$ cat src/rtl/gate_bist_pkg.sv
// Shared types and constants for the gate-bank BIST sequencer.
//   state_t       : sequencer FSM states
//   FM_*          : bit positions of the per-gate sticky fail flags
//   LFSR_TAPS     : Galois feedback taps for the 16-bit operand LFSR
//   EXH_VECS      : number of leading exhaustive (00,01,10,11) vectors
//   lfsr_step()   : one right-shift Galois step
package gate_bist_pkg;

   typedef enum logic [2:0] {
      ST_IDLE,
      ST_LOAD,
      ST_DRIVE,
      ST_CHECK,
      ST_DONE
   } state_t;

   localparam int FM_NAND = 0;
   localparam int FM_NOT  = 1;
   localparam int FM_AND  = 2;
   localparam int FM_OR   = 3;
   localparam int FM_XOR  = 4;

   localparam logic [15:0] LFSR_TAPS = 16'hB400;
   localparam int          EXH_VECS  = 4;

   function automatic logic [15:0] lfsr_step(input logic [15:0] s);
      return (s >> 1) ^ (s[0] ? LFSR_TAPS : 16'h0000);
   endfunction

endpackage

$ cat src/rtl/bist_lfsr16.sv
// 16-bit Galois LFSR feeding pseudo-random operands to the BIST sequencer.
//   clk, rst : clock, synchronous active-high reset (reset loads seed)
//   load     : reload with seed
//   seed     : load value (must be nonzero)
//   step2    : advance two steps this cycle
//   cur      : current state
//   nxt1     : state one step ahead (second operand of a vector)
module bist_lfsr16
   import gate_bist_pkg::*;
(
   input  logic        clk,
   input  logic        rst,
   input  logic        load,
   input  logic [15:0] seed,
   input  logic        step2,
   output logic [15:0] cur,
   output logic [15:0] nxt1
);

   logic [15:0] state_q;

   assign cur  = state_q;
   assign nxt1 = lfsr_step(state_q);

   always_ff @(posedge clk) begin
      if (rst || load) begin
         state_q <= seed;
      end else if (step2) begin
         state_q <= lfsr_step(nxt1);
      end
   end

endmodule

$ cat src/rtl/gate_bist_ctrl.sv
// BIST sequencer for the NAND/NOT/AND/OR/XOR gate bank. Drives operand
// vectors, waits SETTLE cycles, checks the five gate outputs and
// accumulates per-gate fail flags and a failing-vector count.
//   clk, rst      : clock, synchronous active-high reset
//   start         : run request, honoured only in IDLE
//   busy, done    : run in progress / one-cycle completion pulse
//   pass          : last completed run had no failing vector
//   vec_idx       : index of the vector on a_o/b_o
//   a_o, b_o      : operands to the gate bank
//   nand_i..xor_i : gate outputs under test
//   err_cnt       : vectors with at least one mismatching bit
//   fail_mask     : sticky per-gate fail flags (FM_* bit order)
//
// state    | meaning
// ST_IDLE  | waiting for start
// ST_LOAD  | new vector on a_o/b_o (registered on entry)
// ST_DRIVE | settle wait, SETTLE cycles
// ST_CHECK | compare gate outputs, update flags/count
// ST_DONE  | done pulse, pass valid
module gate_bist_ctrl
   import gate_bist_pkg::*;
#(
   parameter int          WIDTH     = 1,
   parameter int          NUM_VEC   = 4,
   parameter int          SETTLE    = 1,
   parameter logic [15:0] LFSR_SEED = 16'hACE1
) (
   input  logic             clk,
   input  logic             rst,
   input  logic             start,
   output logic             busy,
   output logic             done,
   output logic             pass,
   output logic [7:0]       vec_idx,
   output logic [WIDTH-1:0] a_o,
   output logic [WIDTH-1:0] b_o,
   input  logic [WIDTH-1:0] nand_i,
   input  logic [WIDTH-1:0] not_i,
   input  logic [WIDTH-1:0] and_i,
   input  logic [WIDTH-1:0] or_i,
   input  logic [WIDTH-1:0] xor_i,
   output logic [7:0]       err_cnt,
   output logic [4:0]       fail_mask
);

   localparam logic [3:0] SETTLE_M1 = (SETTLE > 0) ? 4'(SETTLE - 1) : 4'd0;
   localparam logic [7:0] LAST_IDX  = 8'(NUM_VEC - 1);

   state_t      state_q, state_d;
   logic [3:0]  settle_cnt;
   logic        load_vec, lfsr_load, lfsr_step2, vec_bad;
   logic [7:0]  next_idx, err_next;
   logic [4:0]  gate_err;
   logic [15:0] lfsr_cur, lfsr_nxt1;
   logic        unused_lfsr_bits;

   bist_lfsr16 u_lfsr (
      .clk   (clk),
      .rst   (rst),
      .load  (lfsr_load),
      .seed  (LFSR_SEED),
      .step2 (lfsr_step2),
      .cur   (lfsr_cur),
      .nxt1  (lfsr_nxt1)
   );

   // Only the low WIDTH bits reach the operands.
   assign unused_lfsr_bits = ^{lfsr_cur, lfsr_nxt1};

   assign busy = (state_q == ST_LOAD) || (state_q == ST_DRIVE) || (state_q == ST_CHECK);
   assign done = (state_q == ST_DONE);

   always_comb begin
      gate_err           = '0;
      gate_err[FM_NAND]  = |(nand_i ^ ~(a_o & b_o));
      gate_err[FM_NOT]   = |(not_i  ^ ~a_o);
      gate_err[FM_AND]   = |(and_i  ^ (a_o & b_o));
      gate_err[FM_OR]    = |(or_i   ^ (a_o | b_o));
      gate_err[FM_XOR]   = |(xor_i  ^ (a_o ^ b_o));
      vec_bad            = |gate_err;
      err_next           = err_cnt + {7'd0, vec_bad};
   end

   // Operands are registered on the edge entering LOAD so they are valid
   // for the whole LOAD cycle.
   always_comb begin
      state_d   = state_q;
      load_vec  = 1'b0;
      lfsr_load = 1'b0;
      next_idx  = vec_idx;
      case (state_q)
         ST_IDLE: begin
            if (start) begin
               state_d   = ST_LOAD;
               load_vec  = 1'b1;
               lfsr_load = 1'b1;
               next_idx  = 8'd0;
            end
         end
         ST_LOAD:  state_d = (SETTLE > 0) ? ST_DRIVE : ST_CHECK;
         ST_DRIVE: begin
            if (settle_cnt == 4'd0) state_d = ST_CHECK;
         end
         ST_CHECK: begin
            if (vec_idx == LAST_IDX) begin
               state_d = ST_DONE;
            end else begin
               state_d  = ST_LOAD;
               load_vec = 1'b1;
               next_idx = vec_idx + 8'd1;
            end
         end
         ST_DONE:  state_d = ST_IDLE;
         default:  state_d = ST_IDLE;
      endcase
      lfsr_step2 = load_vec && (next_idx >= 8'(EXH_VECS));
   end

   always_ff @(posedge clk) begin
      if (rst) begin
         state_q    <= ST_IDLE;
         settle_cnt <= 4'd0;
         vec_idx    <= 8'd0;
         a_o        <= '0;
         b_o        <= '0;
         err_cnt    <= 8'd0;
         fail_mask  <= 5'd0;
         pass       <= 1'b0;
      end else begin
         state_q <= state_d;
         if (state_q == ST_IDLE && start) begin
            err_cnt   <= 8'd0;
            fail_mask <= 5'd0;
            pass      <= 1'b0;
         end
         if (load_vec) begin
            vec_idx <= next_idx;
            if (next_idx < 8'(EXH_VECS)) begin
               a_o <= {WIDTH{next_idx[1]}};
               b_o <= {WIDTH{next_idx[0]}};
            end else begin
               a_o <= lfsr_cur[WIDTH-1:0];
               b_o <= lfsr_nxt1[WIDTH-1:0];
            end
         end
         if (state_q == ST_LOAD) begin
            settle_cnt <= SETTLE_M1;
         end else if (state_q == ST_DRIVE && settle_cnt != 4'd0) begin
            settle_cnt <= settle_cnt - 4'd1;
         end
         if (state_q == ST_CHECK) begin
            fail_mask <= fail_mask | gate_err;
            err_cnt   <= err_next;
            if (vec_idx == LAST_IDX) pass <= (err_next == 8'd0);
         end
      end
   end

endmodule

$ cat config.mk
export PLATFORM = sky130hd
export DESIGN_NAME = gate_bist_ctrl
export DESIGN_NICKNAME = d
export VERILOG_FILES = /design/src/rtl/gate_bist_pkg.sv /design/src/rtl/bist_lfsr16.sv /design/src/rtl/gate_bist_ctrl.sv
export SDC_FILE = /design/constraint.sdc
export NUM_CORES = 1
export LEC_CHECK = 0
export ABC_AREA = 1
export BUFFER_PORTS_ARGS = -buffer_cell sky130_fd_sc_hd__buf_4
export CAP_MARGIN = 20
export CORE_MARGIN = 3
export CORE_UTILIZATION = 43
export CTS_CLUSTER_SIZE = 28
export DETAILED_ROUTE_END_ITERATION = 7
export SLEW_MARGIN = 30
export SYNTH_ARGS = -nofsm -noshare
export SYNTH_HDL_FRONTEND = slang
export SYNTH_SLANG_ARGS = --single-unit
$ cat constraint.sdc
create_clock -name clk -period 2.5 [get_ports clk]
set_input_delay 0.5 -clock clk [delete_from_list [all_inputs] [get_ports clk]]
set_output_delay 0.5 -clock clk [all_outputs]
set_load 0.005 [all_outputs]
* Word-level counts from Yosys, hierarchy flattened
Index checks and enable logic that the tools add are counted.
** Cells by class
- Shifts and indexed selects :: 0
- Magnitude comparators :: 2
- Reduce and logical (&&, ||, !) cells :: 14
- Multipliers :: 0
- Bitwise operators :: 13
- Mux-type cells :: 22
- Equality and inequality tests :: 7
- Divide/modulo/power cells :: 0
- Add/sub/neg operators :: 3
** Operator list (number)
- $mux W16 :: 2
- $mux W8 :: 4
- $xor A15 B16 Y16 :: 2
- $pmux W8 S2 :: 1
- $pmux W3 S4 :: 1
- $mux W5 :: 2
- $mux W3 :: 3
- $add A8 B1 Y8 :: 1
- $add A8 B1 Y8 const B :: 1
- $eq A8 B2 Y1 const B :: 1
- $ge A8 B3 Y1 const B :: 1
- $logic_not A8 Y1 :: 1
- $lt A8 B3 Y1 const B :: 1
- $mux W1 :: 8
- $eq A3 B2 Y1 const B :: 2
- $xor A1 B1 Y1 :: 6
- $or A5 B5 Y5 :: 1
- $reduce_or A5 Y1 :: 1
- $logic_not A4 Y1 :: 1
- $reduce_bool A4 Y1 :: 1
- $sub A4 B1 Y4 const B :: 1
- $eq A3 B1 Y1 const B :: 1
- $eq A3 B3 Y1 const B :: 1
- $logic_and A1 B1 Y1 :: 3
- other kinds (11) :: 14
** Storage, ports and cells
- Memory bits (writable) :: 0
- Register bits after elaboration :: 47
- Memories :: 0
- Latch bits :: 0
- Output and inout bits :: 26
- Logic and storage cells :: 70
- Memory bits (read-only) :: 0

* Depth between registers and ports, before layout
- Word-level depth :: 8
- Mapped depth :: 14
- Depth with buffers taken out :: 13

* Cells and area by module
A second synthesis with hierarchy kept.
** Second synthesis, totals
- Cell total of the unflattened synthesis :: 339
- Area, all modules :: 2607.5 µm²
** By module, submodules not included
- gate_bist_ctrl :: sequential area each 620.6 µm², cells each 243, times used 1, area an instance 1726.7 µm²
- bist_lfsr16 :: sequential area each 480.5 µm², cells each 96, times used 1, area an instance 880.8 µm²

* Least setup slack after synthesis
No wires, ideal clock.
- Path kind :: flip-flop to flip-flop
- Start point :: register a_o
- End point :: register pass
- Path slack :: 331 ps
- Arrival time :: 2100 ps
- Cell stages (with the launch flop) :: 14
- Period minus slack after synthesis :: 2169 ps
- Path buffers :: 0
- Required time :: 2430 ps
- Cells stage by stage :: dfxtp_1 -> inv_1 -> ha_1 -> xor2_1 -> nor2_1 -> nand3_1 -> ha_1 -> nand2_1 -> nor3b_1 -> nand3_1 -> xnor2_1 -> nor2_1 -> nand3_1 -> a21oi_1
** Between the ends
- Cells in the longest elaborated chain, start to end :: 8
- Elaborated cells between the ends (all ways) :: 15
- Classes of those cells :: add/sub (1); mux (2); bitwise (10); reduce/logical (2)
** RTL lines
- from (decl) :: RTL line gate_bist_ctrl.sv:35 : output logic [WIDTH-1:0] a_o,
- from (signal assigned) :: RTL line gate_bist_ctrl.sv:139 : a_o <= {WIDTH{next_idx[1]}};
- from (signal assigned) :: RTL line gate_bist_ctrl.sv:142 : a_o <= lfsr_cur[WIDTH-1:0];
- $and A1 B1 Y1 :: RTL line gate_bist_ctrl.sv:75, gate_bist_ctrl.sv:77
- $not A1 Y1 :: RTL line gate_bist_ctrl.sv:75 : gate_err[FM_NAND] = |(nand_i ^ ~(a_o & b_o));
- $xor A1 B1 Y1 :: RTL line gate_bist_ctrl.sv:75
- $reduce_or A5 Y1 * :: RTL line gate_bist_ctrl.sv:80 : vec_bad = |gate_err;
- $add A8 B1 Y8 * :: RTL line gate_bist_ctrl.sv:81 : err_next = err_cnt + {7'd0, vec_bad};
- $logic_not A8 Y1 * :: RTL line gate_bist_ctrl.sv:154 : if (vec_idx == LAST_IDX) pass <= (err_next == 8'd0);
- $mux W1 * :: RTL line gate_bist_ctrl.sv:154
- $mux W1 * :: RTL line gate_bist_ctrl.sv:151 : if (state_q == ST_CHECK) begin
- to (signal assigned) :: RTL line gate_bist_ctrl.sv:154
- to (decl) :: RTL line gate_bist_ctrl.sv:33 : output logic pass,
Every way passes the cells marked *; elsewhere a longest branch is shown, timed or not.
A chain may end at the register's enable or synchronous reset.

* Worst setup path in the final report
Ends and elaborated chain as after synthesis.

==> results.md <==
- Count of pins over their slew limit: 0
- I/O pin cnt: 34
- Met1 wire length: about 2600 µm
- Top sig layer: met4
- Reg2Reg Setup Slack: approximately 0.27 ns
- Critical path origin: a_o
- Post-Synth Simple-Gate Area: approximately a third
- F_max: approximately 0.45 GHz
- End point of the critical path: pass
- Final hold violations: 0
- Share of cells above drive strength 1: roughly a fifth
- Initial DRC count: 84
- Area delta synth->final: 17.4%
- Worst Path Buf+Inv: 1
- Slowest CP cell: dfxtp_4
- Synth Area in Compound Gates: under 10%
- Met3 routed wirelength: 276 µm
- Syn Nets: roughly 340
- VDD IR max: 304 µV
- WS Path Type: register to register
- Top cell by count, worst path: nand3_1
- Startpoint types: register
- Worst path depth: 13
- Worst setup margin: 0.275 ns
- Combinational family with the most area after synthesis: simple AND/OR/NAND/NOR gates
- Skew final: approximately 0.012 ns
- Pin count of the biggest net entering global routing: 22
- Post-CTS Setup Inserts: 0
- Synth Area in Adders: ~3.2%
- Leak: between 1 and 1.5 nW
- Die W: ~80 µm
- Mapped Cells: roughly 320
- Initial Utilization: 45.4%
- CTS Sinks: 47
- GR Util All Layers: 17.4%
- Synthesized area: 2360 µm²
- Portion of netlist area occupied by mux cells: 0%
- First-pass GRT wire length: 9000 µm
- Vias per cell: just under 5
- Worst-Skew Late Latency: 0.31 ns
- HP Class: register to register
- Minimum clock period: between 2 and 2.5 ns
- Mean Syn Cell Area: roughly 7.4 µm²
- Synth Warn #: 0
- Reg-to-Reg Start: a_o
- R2r endpoint: pass
- Arrival time at the worst endpoint: 2.46 ns
- Core Box Area: 5200 µm²
- CTS tree: built
- Reg power frac: 48.3%
- Status: completed
- Hold buffers post-CTS: 0
- Drt wl/cell: 12.0 µm
- Clock share of power: between 30 and 40%
- CP max stage delay: between 0.3 and 0.4 ns
- Worst path top cell family by delay: simple AND/OR/NAND/NOR gates
- Vias: 2,076
- GPL Wtd Cong: 0.786
- Number of global-route vias before repair: about 2,000
- Max transition margin: a little over three fifths
- CP cell instances: inv_1 > ha_1 > xor2_1 > nor2_1 > nand3_1 > ha_2 > nand2_1 > nor3b_2 > nand3_1 > xnor2_1 > nor2_1 > nand3_1 > a21oi_1
- Worst-Margin Slew: between 0.5 and 0.6 ns
- Post-synthesis register bit count: 47
- Critical path capture point type: register
- Post-synthesis sequential area ratio: between 30 and 40%
- Port buffer count: 33
- Comb pwr share: 15.9%
- Psw: about 480 µW
- Clock transition at path regs: 0.10 ns
- Post-layout util: between 50 and 60%
- Residual DRC: 0
- Final setup fails: 0
- Fin crit share: 89.0%
- Dpl hpwl: around 3600 µm
- Drt pass-1 iters: 4
- Clock root buffer master: clkbuf_8
- Nets: approximately 370
- CTS Buffer Depth: 2
- Distinct cells, synth: 32
- N_diodes: 0
- WL final: 5080 µm
- Die height: ~80 µm
- CTS H-tree lvls: 2
- Max cap viols: 0
- Placed insts: about 420
- # rows: 26
- Int Power: between 1 and 1.5 mW
- Routed length on met2: approximately 2200 µm
- CP required: 2.73 ns
- Die footprint: ~6400 µm²
- Post_cts resized: 0
- Pre-CTS setup slack: ~0.13 ns
- Switch share: between 20% and 30%
- Overflow after GRT: 0
- Post-Synth XOR/XNOR Area: around 7.4%
- ANT nets after route: 0
- Non-filler instance count after layout: 424
- Initial antenna violation count: 0
- CTS Buf Count: 5
- Power per cell area: 588 nW/µm²
- Min-Delay Startpoint: settle_cnt[0]
- Register-to-Register Path Depth: 13
- Highest net fanout along the worst path: 5
## cell usage in the layout (no fill, tap or decap), types with 4 or more instances in the layout
| cell type | synthesis | final |
|---|---|---|
| a21oi_1 | 24 | 24 |
| buf_4 | 1 | 34 |
| clkbuf_8 | 0 | 5 |
| dfxtp_1 | 47 | 45 |
| ha_1 | 6 | 5 |
| inv_1 | 26 | 26 |
| inv_2 | 4 | 4 |
| nand2_1 | 80 | 80 |
| nand2_2 | 5 | 5 |
| nand3_1 | 26 | 26 |
| nor2_1 | 34 | 34 |
| nor2_2 | 7 | 7 |
| nor2_4 | 4 | 4 |
| o21ai_0 | 6 | 6 |
| xnor2_1 | 7 | 7 |
| xor2_1 | 13 | 13 |
## power by group through the flow
stage / Clock [mW] / Sequential [mW] / Combinational, mW
floorplan: 0 / 0.803 / 0.197
global placement: 0 / 0.807 / 0.267
detailed placement: 0 / 0.806 / 0.263
CTS: 0.600 / 0.789 / 0.264
global route: 0.626 / 0.792 / 0.298
finish: 0.585 / 0.788 / 0.259
## layout make-up
cell class | instances | area [µm²]
Clock buffer | 5 | 68.8
Clock inverter | 3 | 47.5
Fill cell | 539 | 2430
Inverter | 31 | 119
Multi-Input combinational cell | 234 | 1250
Sequential cell | 47 | 946
Tap cell | 70 | 87.6
Timing Repair Buffer | 34 | 255
## cell usage after synthesis, drive strengths merged
| cell | count | share of area [%] |
|---|---|---|
| a31oi | 3 | 0.79 |
| nand4 | 3 | 0.79 |
| inv | 31 | 5.0 |
| o21bai | 1 | 0.32 |
| a32o | 1 | 0.42 |
| nor4 | 2 | 0.53 |
| nand3 | 27 | 6.2 |
| o31ai | 3 | 0.95 |
| xor2 | 13 | 4.8 |
| clkbuf | 4 | 0.63 |
| a21oi | 25 | 5.5 |
| xnor2 | 7 | 2.6 |
| nor2 | 45 | 9.2 |
| dfxtp | 47 | 40 |
| nand2 | 86 | 14 |
| nor3b | 2 | 0.63 |
| o21ai | 8 | 1.7 |
| ha | 6 | 3.2 |
| a211oi | 1 | 0.32 |
| nor3 | 1 | 0.21 |
| buf | 5 | 2.0 |
## worst min-delay path by stage
stage,to,slack [ns],cells after the start
after floorplan,u_lfsr.cur[5],0.43,2
after global placement,u_lfsr.cur[0],0.45,2
after detailed placement,u_lfsr.cur[6],0.45,2
after CTS,settle_cnt[0],0.47,2
after global routing,u_lfsr.cur[6],0.50,2
final,settle_cnt[0],0.47,2
## cells by family (layout without fill, tap and decap cells)
kind of cell / after synthesis / in the layout
simple gates: 166 / 166
flops: 47 / 47
compound gates: 42 / 42
buf+inv: 40 / 73
xor+xnor: 20 / 20
fa+ha+maj: 6 / 6
## flip-flops by register name (all words and copies together), names as in the netlist
signal,cells
a_o,1
b_o,1
err_cnt,8
fail_mask,5
pass,1
settle_cnt,4
state_q,3
u_lfsr.cur,16
vec_idx,8
## per-stage QoR
stage / total power, mW / hold WS [ns] / instance area, µm² / setup TNS [ns]
floorplan: 1.00 / 0.429 / 2360 / 0
global placement: 1.07 / 0.446 / 2650 / 0
detailed placement: 1.07 / 0.453 / 2650 / 0
CTS: 1.65 / 0.470 / 2760 / 0
global route: 1.72 / 0.498 / 2780 / -0.00315
finish: 1.63 / 0.466 / 2780 / 0
## metal layers
layer  global-route usage [%]  up-vias
met2                     26.2       43
met5                        0        -
met4                     5.24        0
li1                         -     1102
met3                     4.48        5
met1                     24.4      926
## worst reg2reg max path, cell delays in order (launching register included)
cell	delay [ns]
dfxtp_4	0.38
inv_1	0.05
ha_1	0.29
xor2_1	0.17
nor2_1	0.06
nand3_1	0.09
ha_2	0.19
nand2_1	0.08
nor3b_2	0.21
nand3_1	0.11
xnor2_1	0.15
nor2_1	0.13
nand3_1	0.09
a21oi_1	0.13
Power figures use the tool's default switching activity.
